### src/rtl/fnn_argmax_select.sv
// fnn_argmax_select
//   Scans NUM_CLASSES signed activations (one per accepted in_valid, class
//   index given by arrival order) and reports the index and value of the
//   largest one. Ties keep the lower index.
//
// Ports
//   clk        system clock, rising edge
//   rst        synchronous active-high reset
//   start      one-cycle pulse starting a new scan
//   in_valid   in_data holds the next activation
//   in_data    signed activation
//   busy       high while scanning
//   pred       winning class index of the last completed sample
//   pred_valid one-cycle pulse when pred/max_val update
//   max_val    activation value of the winning class
//   err        sticky protocol-error flag
module fnn_argmax_select #(
    parameter int DATA_W      = 16,
    parameter int NUM_CLASSES = 10,
    parameter int IDX_W       = 4
) (
    input  logic              clk,
    input  logic              rst,
    input  logic              start,
    input  logic              in_valid,
    input  logic [DATA_W-1:0] in_data,
    output logic              busy,
    output logic [IDX_W-1:0]  pred,
    output logic              pred_valid,
    output logic [DATA_W-1:0] max_val,
    output logic              err
);

    typedef enum logic [1:0] {
        IDLE = 2'd0,
        SCAN = 2'd1,
        DONE = 2'd2
    } state_t;

    localparam logic [IDX_W-1:0] LAST = IDX_W'(NUM_CLASSES - 1);

    state_t            state, state_n;
    logic [IDX_W-1:0]  idx, idx_n;
    logic [IDX_W-1:0]  best, best_n;
    logic [DATA_W-1:0] run_max, run_max_n;
    logic [IDX_W-1:0]  pred_n;
    logic [DATA_W-1:0] max_val_n;
    logic              err_n;

    always_ff @(posedge clk) begin
        if (rst) begin
            state   <= IDLE;
            idx     <= '0;
            best    <= '0;
            run_max <= '0;
            pred    <= '0;
            max_val <= '0;
            err     <= 1'b0;
        end else begin
            state   <= state_n;
            idx     <= idx_n;
            best    <= best_n;
            run_max <= run_max_n;
            pred    <= pred_n;
            max_val <= max_val_n;
            err     <= err_n;
        end
    end

    always_comb begin
        state_n   = state;
        idx_n     = idx;
        best_n    = best;
        run_max_n = run_max;
        pred_n    = pred;
        max_val_n = max_val;
        err_n     = err;

        case (state)
            IDLE: begin
                if (start) begin
                    // A clean start clears err; data arriving with start is
                    // dropped and flagged.
                    state_n = SCAN;
                    idx_n   = '0;
                    err_n   = in_valid;
                end else if (in_valid) begin
                    err_n = 1'b1;
                end
            end

            SCAN: begin
                if (start) begin
                    // Restart: discard the partial scan, drop in_data.
                    idx_n = '0;
                    err_n = 1'b1;
                end else if (in_valid) begin
                    if (idx == '0 || $signed(in_data) > $signed(run_max)) begin
                        run_max_n = in_data;
                        best_n    = idx;
                    end
                    if (idx == LAST) begin
                        // The result is committed on the accepting edge so
                        // pred/max_val are already valid during DONE, the
                        // cycle in which pred_valid is high.
                        state_n   = DONE;
                        idx_n     = '0;
                        pred_n    = best_n;
                        max_val_n = run_max_n;
                    end else begin
                        idx_n = idx + 1'b1;
                    end
                end
            end

            DONE: begin
                if (start) begin
                    state_n = SCAN;
                    idx_n   = '0;
                    err_n   = in_valid;
                end else begin
                    state_n = IDLE;
                    if (in_valid) begin
                        err_n = 1'b1;
                    end
                end
            end

            default: begin
                state_n = IDLE;
            end
        endcase
    end

    assign busy       = (state == SCAN);
    assign pred_valid = (state == DONE);

endmodule

### config.mk
export PLATFORM = sky130hd
export DESIGN_NAME = fnn_argmax_select
export DESIGN_NICKNAME = d
export VERILOG_FILES = /design/src/rtl/fnn_argmax_select.sv
export SDC_FILE = /design/constraint.sdc
export NUM_CORES = 1
export LEC_CHECK = 0
export CORE_ASPECT_RATIO = 0.8
export CORE_MARGIN = 2
export CORE_UTILIZATION = 53
export CTS_CLUSTER_SIZE = 28
export DETAILED_ROUTE_END_ITERATION = 10
export PLACE_DENSITY = 0.85
export SETUP_SLACK_MARGIN = 0.3
export SYNTH_ARGS = -nofsm -noshare
export SYNTH_HDL_FRONTEND = slang
export SYNTH_SLANG_ARGS = --single-unit
### constraint.sdc
create_clock -name clk -period 2.6 [get_ports clk]
set_clock_uncertainty 0.05 [all_clocks]
set_input_delay 0.39 -clock clk [delete_from_list [all_inputs] [get_ports clk]]
set_output_delay 0.39 -clock clk [all_outputs]
set_load 0.005 [all_outputs]
Yosys cells after proc, flatten, opt, wreduce, memory -nomap -nowiden
Index checks and enable logic that the tools add are counted.

Reductions and logical operators: 10. $lt $le $gt $ge: 1. Equal/unequal tests: 11. Multiply operators: 0. Add/sub/neg operators: 1. Bitwise logic cells: 1. Div/mod/pow operators: 0. Mux-type cells: 17. Shift operators: 0.

Operators by type and width (number): $mux W4 (5); $gt A16 B16 Y1 (1); $mux W16 (1); $reduce_and A3 Y1 (3); $mux W2 (4); $ne A2 B2 Y1 const B (4); $pmux W4 S2 (1); $reduce_and A4 Y1 (2); $pmux W2 S3 (1); $add A4 B1 Y4 const B (1); $eq A4 B4 Y1 const B (1); $logic_not A4 Y1 (1); $mux W1 (4); $ne A2 B1 Y1 const B (2); $ne A3 B1 Y1 const B (1); $ne A3 B3 Y1 const B (1); $eq A2 B1 Y1 const B (1); $eq A2 B2 Y1 const B (1); $logic_not A2 Y1 (1); $pmux W1 S2 (1); $reduce_bool A2 Y1 (1); $reduce_or A2 Y1 (1); $logic_or A1 B1 Y1 (1); $not A1 Y1 (1).

Word-level logic and storage cells: 48. Flip-flop bits (word level): 47. Memory bits (read-only): 0. Bits in latches: 0. Input bits: 20. RAM bits: 0. Memories: 0.

Longest topological paths before layout
Gate-level depths: netlist (run 1).

Depth in word-level cells: 5. Depth in mapped cells: 10. Gate-level depth less buffers: 8.

Least setup slack after synthesis (run 1)
OpenSTA, ideal clock, no wires.

Path type: input -> register. From: input port in_data[15]. To: register max_val[9]. Path buffers: 2. Data arrival time: 2.277 ns. Path slack: 0.131 ns. Stages on the path: 9. Setup time: 0.142 ns. Cells stage by stage: ha_1 -> nand4_2 -> nor4_4 -> o21ai_2 -> a221o_1 -> clkbuf_1 -> buf_2 -> nand3_1 -> a311oi_1.

Word-level cells in the longest chain between the ends: 3.

Ends and longest elaborated chain: from (decl) (line 26) `input logic [DATA_W-1:0] in_data,`; $gt A16 B16 Y1 (line 98) `if (idx == '0 || $signed(in_data) > $signed(run_max)) begin`; $logic_or A1 B1 Y1 (line 98); $mux W16 (line 98); to (signal assigned) (line 65) `max_val <= max_val_n;`; to (decl) (line 30) `output logic [DATA_W-1:0] max_val,`.

Every way passes these cells. A chain may end at the register's enable or synchronous reset.

Final worst setup path (run 1)
From: register run_max[7]. To: register best[0].

Word-level cells in the longest chain between the ends: 3.

Ends and longest elaborated chain: from (decl) (line 45) `logic [DATA_W-1:0] run_max, run_max_n;`; from (signal assigned) (line 63) `run_max <= run_max_n;`; $gt A16 B16 Y1 (line 98); $logic_or A1 B1 Y1 (line 98); $mux W4 (line 98); to (signal assigned) (line 62) `best <= best_n;`; to (decl) (line 44) `logic [IDX_W-1:0] best, best_n;`.

Every way passes these cells.

==> impl_metrics.tcl, run 1 <==
set metrics [dict create \
    r2r_slack_ns -0.40 \
    grt_remaining_overflow 0 \
    critPathCapture "best[0]$_SDFFE_PP0P_" \
    cts_sinks 47 \
    ys_seq_area_share_pct 36.58 \
    cts_max_path_buffers 2 \
    drt_iter0_markers 459 \
    path_clk_slew_ns 0.11 \
    antenna_found_initial 0 \
    sw_frac_of_total_pct 31.27 \
    final_cell_mix "dfxtp_1 (41), buf_4 (34), clkdlybuf4s50_1 (30)" \
    fillers 199 \
    syn_inst 305 \
    post-route-util_pct 89.99 \
    cp-end-kind "flop" \
    multi_input_area_sq_um 1966 \
    required_ns 2.79 \
    synth_edf_count 0 \
    final_common_cell "dfxtp_1" \
    hp-class "input pin to flop" \
    dp_hpwl_mm 4.441 \
    final_layout_size_suffix_gt1_share_pct 38.44 \
    place_congestion 0.8078 \
    worstSetupStartpointType "flop" \
    pwr-share-comb_pct 23.9 \
    synth-async-reset-ratio_pct 0 \
    grt_usage_pct 33.33 \
    ant_nets 0 \
    placed_area_sq_um 3197 \
    drt-wirelength-per-cell_um 26.68 \
    avgSynthCellArea_sq_um 8.434 \
    seq_area_sq_um 948.4 \
    fin_ws_ns -0.4038 \
    cts_max_level 2 \
    cts_tree "done" \
    grt_max_degree 37 \
    hold_viol 0 \
    reg2reg_to "best[0]$_SDFFE_PP0P_" \
    ys.flop_type "dfxtp_1" \
    irDropWorstVdd_mv 0.4618 \
    internal_power_mw 1.206 \
    cts-root-buf "clkbuf_8" \
    status "finished, violations left" \
    area_growth_pct 61.77 \
    first_pass_iters 10 \
    place_inst 408 \
    cp_max_fo 8 \
    power_frac_seq_pct 42.4 \
    num_antenna_cells 0 \
    setup_viol 40 \
    power.density_nw_per_um2 421.6 \
    portBuffers 42 \
    start_util_pct 55.63 \
    slew_headroom_pct 59.09 \
    min_period_ns 3.004 \
    ios 43 \
    power.switching_uw 548.7 \
    drv_cap 0 \
    leakage_nw 1.430 \
    failed_checks "setup timing" \
    via_count 3198 \
    viasPerCell 7.187 \
    slew_violations 0 \
    ys_types 44 \
    drc_errors 0 \
    numCtsBuffers 5 \
    clk-insertion-delay-late_ns 0.34 \
    pwr-share-clk_pct 33.7 \
    core_area_sq_um 4624 \
    fp-row-count 22 \
    ys_seq_elements 47 \
    yosysWarnings 0 \
    nets 423 \
    fin_cells 445 \
    fmax_mhz 332.9 \
    fp.dieW_um 81.89 \
    preCtsSetupSlack_ns -0.3877 \
    rsz0062_at_grt "true" \
    grt_pass1_vias 2785 \
    grt_first_pass_wirelength_mm 13.70 \
    critPathLaunch "run_max[7]$_SDFFE_PP0P_" \
    crit_arrival_ns 3.20 \
    worst-setup-path-type "flop to flop" \
    synth.net_count 344 \
    dieArea_sq_um 5431 \
    reg2reg_depth 11 \
    final_area_sq_um 4161 \
    syn_area_sq_um 2572 \
    die_h_um 66.32 \
    worstMarginPinSlew_ns 0.6136 \
    wl_mm 11.87 \
    period_share_pct 115.5 \
    reg2reg_from "run_max[7]$_SDFFE_PP0P_" \
]
[cells by family after synthesis]
logic type,Yosys count,share of synthesized area (%)
AOI/OAI and AO/OA,110,29.67
DFF,47,36.58
adders and majority gates,19,9.241
buffers and inverters,47,7.539
muxes,3,1.167
and+or+nand+nor,79,15.81
[worst min-delay path by stage]
stage | start | endpoint | cells past startpoint
2_1_floorplan | best[0]$_SDFFE_PP0P_ | best[0]$_SDFFE_PP0P_ | 2
5_1_grt | in_data[15] | run_max[15]$_SDFFE_PP0P_ | 3
6_report | in_data[15] | run_max[15]$_SDFFE_PP0P_ | 3
4_1_cts | pred[2]$_SDFFE_PP0P_ | pred[2]$_SDFFE_PP0P_ | 2
3_5_place_dp | pred[2]$_SDFFE_PP0P_ | pred[2]$_SDFFE_PP0P_ | 2
3_3_place_gp | best[1]$_SDFFE_PP0P_ | best[1]$_SDFFE_PP0P_ | 2
[stage by stage]
| stage | TNS (ns) | hold slack, ns | power [mW] |
|---|---|---|---|
| floorplan | 0 | 0.3850 | 0.8879 |
| global placement | -8.995 | 0.3941 | 0.9769 |
| detailed placement | -11.71 | 0.4068 | 0.9820 |
| CTS | 0 | 0.4208 | 1.611 |
| global route | -8.618 | 0.3792 | 1.796 |
| finish | -10.10 | 0.3804 | 1.755 |
[critical path: stages (launching register included)]
cell      delay (ns)
dfxtp_1         0.41
inv_1           0.11
ha_1            0.35
a21oi_1         0.26
o21ai_1         0.20
a211oi_2        0.31
buf_4           0.22
a32oi_4         0.12
buf_12          0.17
a21oi_4         0.21
buf_6           0.21
mux2i_1         0.30
[cell usage after synthesis, drive strengths merged (2+ instances only)]
| cell | instances | area share (%) |
|---|---|---|
| inv | 22 | 3.2 |
| a21o | 2 | 0.58 |
| o21ai | 32 | 6.4 |
| nand3 | 20 | 3.9 |
| a21oi | 14 | 2.7 |
| nand4 | 3 | 0.97 |
| clkbuf | 16 | 2.3 |
| ha | 19 | 9.2 |
| a311oi | 10 | 3.6 |
| and3 | 2 | 0.49 |
| buf | 9 | 2.0 |
| nor2b | 3 | 0.73 |
| a31oi | 8 | 1.9 |
| nor2 | 23 | 3.4 |
| mux2i | 3 | 1.2 |
| o2111ai | 15 | 5.1 |
| nand2b | 2 | 0.49 |
| o32ai | 2 | 0.68 |
| a211oi | 3 | 1.1 |
| nand2 | 17 | 2.5 |
| nand3b | 3 | 0.88 |
| dfxtp | 47 | 37 |
| o31ai | 16 | 4.7 |
[power groups by stage]
stage / Sequential (mW) / Clock [mW] / Combinational [mW]
CTS: 0.740 / 0.573 / 0.297
global route: 0.745 / 0.620 / 0.431
global placement: 0.755 / 0 / 0.222
floorplan: 0.753 / 0 / 0.135
finish: 0.745 / 0.591 / 0.419
detailed placement: 0.756 / 0 / 0.226
[cell type report]
cell class	count	area share, %
multi-input cells	211	47.23
clock buffers	5	1.654
repair buffers	97	23.33
inverters	22	2.044
flip-flops and latches	47	22.79
clock inverters	3	1.143
well taps	60	1.804
[routing by layer]
metal / part of all wire [%] / track usage [%] / vias to the layer above
li1: - / - / 1308
met1: 37 / 41.12 / 1486
met2: 44 / 53.05 / 298
met3: 12 / 6.967 / 106
met4: 7.0 / 20.00 / 0
met5: 0 / 0 / -
[sequential cells by signal, indices dropped and copies added, names as in the netlist]
signal and cells:
best 4, err 1, idx 4, max_val 16, pred 4, run_max 16, state 2
[what timing repair did]
item | CTS | global route
resized for setup | 61 | 84
pin swaps | 34 | 34
endpoints found under the setup margin | 40 | 40
buffers inserted | 16 | 10
cloned | 1 | 2
hold buffers | 0 | 0
No activity file was read; power rests on OpenSTA's default activity.
==> run 2, diff against run 1 <==
--- a/config.mk
+++ b/config.mk
@@ -5,12 +5,14 @@
 export SDC_FILE = /design/constraint.sdc
 export NUM_CORES = 1
 export LEC_CHECK = 0
+export CAP_MARGIN = 0
 export CORE_ASPECT_RATIO = 0.8
 export CORE_MARGIN = 2
 export CORE_UTILIZATION = 53
 export CTS_CLUSTER_SIZE = 28
 export DETAILED_ROUTE_END_ITERATION = 10
 export PLACE_DENSITY = 0.85
+export REMOVE_ABC_BUFFERS = 1
 export SETUP_SLACK_MARGIN = 0.3
 export SYNTH_ARGS = -nofsm -noshare
 export SYNTH_HDL_FRONTEND = slang
==> run 2 against run 1 <==
  * The flow still finishes with violations (setup timing)
  * Clock power decreased by 24%
  * Die area unchanged
  * Design area increased by 1.5%
  * Largest cell class unchanged
  * Total power decreased by 6.6%
  * Final cell count increased by 3.6%
  * Critical endpoint is now max_val[4]$_SDFFE_PP0P_
  * Fmax increased by 9.6%
  * First-iteration DRC count increased by 12%
  * Sequential power about the same
  * Non-clock buffer count increased by 16
  * Register-to-register slack improved by 0.26 ns
  * Combinational power increased by 5.3%
  * Worst setup slack improved by 0.26 ns
==> impl_metrics.tcl, run 2 (synthesized netlist as in run 1, its figures left out) <==
set metrics [dict create \
    hold_depth 3 \
    antenna_found_initial 0 \
    drt_iter0_markers 516 \
    fmax_mhz 364.8 \
    fin_tns_setup_ns -1.040 \
    multi_input_area_sq_um 1956 \
    min_to "max_val[13]$_SDFFE_PP0P_" \
    leakage_nw 1.492 \
    drc_errors 0 \
    dp_hpwl_mm 4.451 \
    num_antenna_cells 0 \
    slew_violations 0 \
    pwr-share-comb_pct 26.9 \
    place_congestion 0.8368 \
    period_share_pct 105.4 \
    setup_viol 23 \
    path_clk_slew_ns 0.09 \
    reg2reg_depth 10 \
    ant_nets 0 \
    cp_max_fo 8 \
    cts_max_path_buffers 2 \
    cp-end-kind "flop" \
    fp.dieW_um 81.89 \
    core_area_sq_um 4624 \
    crit_path_max_incr_delay_ns 0.39 \
    irDropWorstVdd_mv 0.2695 \
    hp-class "input pin to flop" \
    r2r_slack_ns -0.14 \
    final_cell_mix "buf_4 (43), dfxtp_1 (38), clkdlybuf4s50_1 (29)" \
    crit_path_cell_trace "inv_2 -> ha_4 -> nand4_4 -> nor4_4 -> buf_4 -> o31ai_4 -> a32oi_4 -> buf_6 -> nand3_1 -> a311oi_1" \
    cts_tree "done" \
    cts-root-buf "clkbuf_8" \
    area_growth_pct 64.25 \
    ctsHoldBuffers 0 \
    power.density_nw_per_um2 387.6 \
    grt_pass1_vias 2825 \
    grt_remaining_overflow 0 \
    wl_mm 11.97 \
    grt_max_degree 39 \
    via_count 3313 \
    first_pass_iters 6 \
    required_ns 2.74 \
    portBuffers 42 \
    drv_cap 0 \
    internal_power_mw 1.119 \
    worst-setup-path-type "flop to flop" \
    reg2reg_from "run_max[14]$_SDFFE_PP0P_" \
    power_frac_seq_pct 45.5 \
    dieArea_sq_um 5431 \
    clk-insertion-delay-late_ns 0.31 \
    start_util_pct 55.63 \
    status "finished, violations left" \
    die_h_um 66.32 \
    fillers 173 \
    worstMarginPinSlew_ns 0.5278 \
    worstSetupStartpointType "flop" \
    crit_slowest_cell "nor4_4" \
    power_mw 1.638 \
    pwr-share-clk_pct 27.6 \
    rsz0062_at_grt "true" \
    cts_max_level 2 \
    grt_usage_pct 34.90 \
    hold_viol 0 \
    final_layout_size_suffix_gt1_share_pct 42.14 \
    holdCritStartpoint "in_data[13]" \
    drt-wirelength-per-cell_um 25.97 \
    final_common_cell "buf_4" \
    seq_area_sq_um 952.2 \
    viasPerCell 7.187 \
    slew_headroom_pct 64.81 \
    nets 439 \
    fin_ws_ns -0.1409 \
    min_period_ns 2.741 \
    failed_checks "setup timing" \
    power.switching_uw 518.7 \
    crit_arrival_ns 2.88 \
    reg2reg_to "max_val[4]$_SDFFE_PP0P_" \
    cts_sinks 47 \
    sw_frac_of_total_pct 31.67 \
    fp-row-count 22 \
    reg.largest.list "max_val: 16 flops, run_max: 16 flops" \
    ios 43 \
    grt_first_pass_wirelength_mm 14.42 \
    numCtsBuffers 5 \
]
[run 2: cell count changes in the layout (fill, tap and decap cells not counted), sizes merged, moves of 2 or more]
cell           delta
buf              +16
clkbuf            +3
clkdlybuf4s15     +2
dlygate4sd2       -3
[run 2: metal layers]
metal  vias up  share of wire (%)  global-route usage [%]
li1       1333                  -                       -
met1      1564                 36                   45.44
met2       325                 45                   55.49
met3        91                 12                   7.650
met4         0                6.3                   14.58
met5         -                  0                       0
[run 2: area by class of cell]
class / count / share of cell area (%)
clock buffer: 7 / 1.806
clock inverter: 1 / 0.1184
sequential: 47 / 22.53
inverter: 22 / 1.954
multi-input combinational: 211 / 46.28
tap: 60 / 1.777
timing repair buffer: 113 / 25.53
[run 2: timing repair]
action / CTS / global route
pin swaps: 46 / 37
gates resized for setup: 86 / 72
setup endpoints to repair: 40 / 40
setup buffers: 16 / 22
cloned: 3 / 2
[run 2: worst max path at each step]
stage                             startpoint                       end  slack [ns]
floorplan                        in_data[15]      best[2]$_SDFFE_PP0P_       -0.81
global placement                 in_data[13]   run_max[9]$_SDFFE_PP0P_       -0.42
detailed placement               in_data[13]  max_val[10]$_SDFFE_PP0P_       -0.60
CTS                 run_max[10]$_SDFFE_PP0P_      best[0]$_SDFFE_PP0P_        0.12
global route                      in_data[3]   max_val[4]$_SDFFE_PP0P_       -0.18
finish              run_max[14]$_SDFFE_PP0P_   max_val[4]$_SDFFE_PP0P_       -0.14
[run 2: critical path: cells and delay by family, from the launching register on]
family / cells / cell delay (ns)
AO/OA/AOI/OAI: 3 / 0.82
AND/OR/NAND/NOR: 3 / 0.62
buffers and inverters: 3 / 0.48
flip-flops: 1 / 0.38
adder cells (fa/ha/maj): 1 / 0.28
[run 2: through the flow]
| stage | instance area (sq um) | hold slack, ns | setup WS, ns | util [%] | cells |
|---|---|---|---|---|---|
| floorplan | 2461 | 0.3850 | -0.8089 | - | 280 |
| global placement | 3182 | 0.3929 | -0.4195 | 68.80 | 410 |
| detailed placement | 3182 | 0.4053 | -0.5951 | 68.80 | 410 |
| CTS | 3724 | 0.4168 | 0.1223 | 80.52 | 437 |
| global route | 4225 | 0.3638 | -0.1776 | 91.37 | 461 |
| finish | 4225 | 0.3602 | -0.1409 | 91.37 | 461 |
[run 2: power groups by stage]
stage,Combinational [mW],Clock (mW),Sequential [mW]
floorplan,0.108,0,0.754
global placement,0.219,0,0.755
detailed placement,0.224,0,0.756
CTS,0.298,0.438,0.741
global route,0.453,0.469,0.746
finish,0.441,0.452,0.745
==> run 3, diff against run 2 <==
--- a/config.mk
+++ b/config.mk
@@ -11,6 +11,7 @@
 export CORE_UTILIZATION = 53
 export CTS_CLUSTER_SIZE = 28
 export DETAILED_ROUTE_END_ITERATION = 10
+export HOLD_SLACK_MARGIN = 0.05
 export PLACE_DENSITY = 0.85
 export REMOVE_ABC_BUFFERS = 1
 export SETUP_SLACK_MARGIN = 0.3
==> results of run 3 <==
No change in the layout: final DEF, timing and power equal those of run 2.
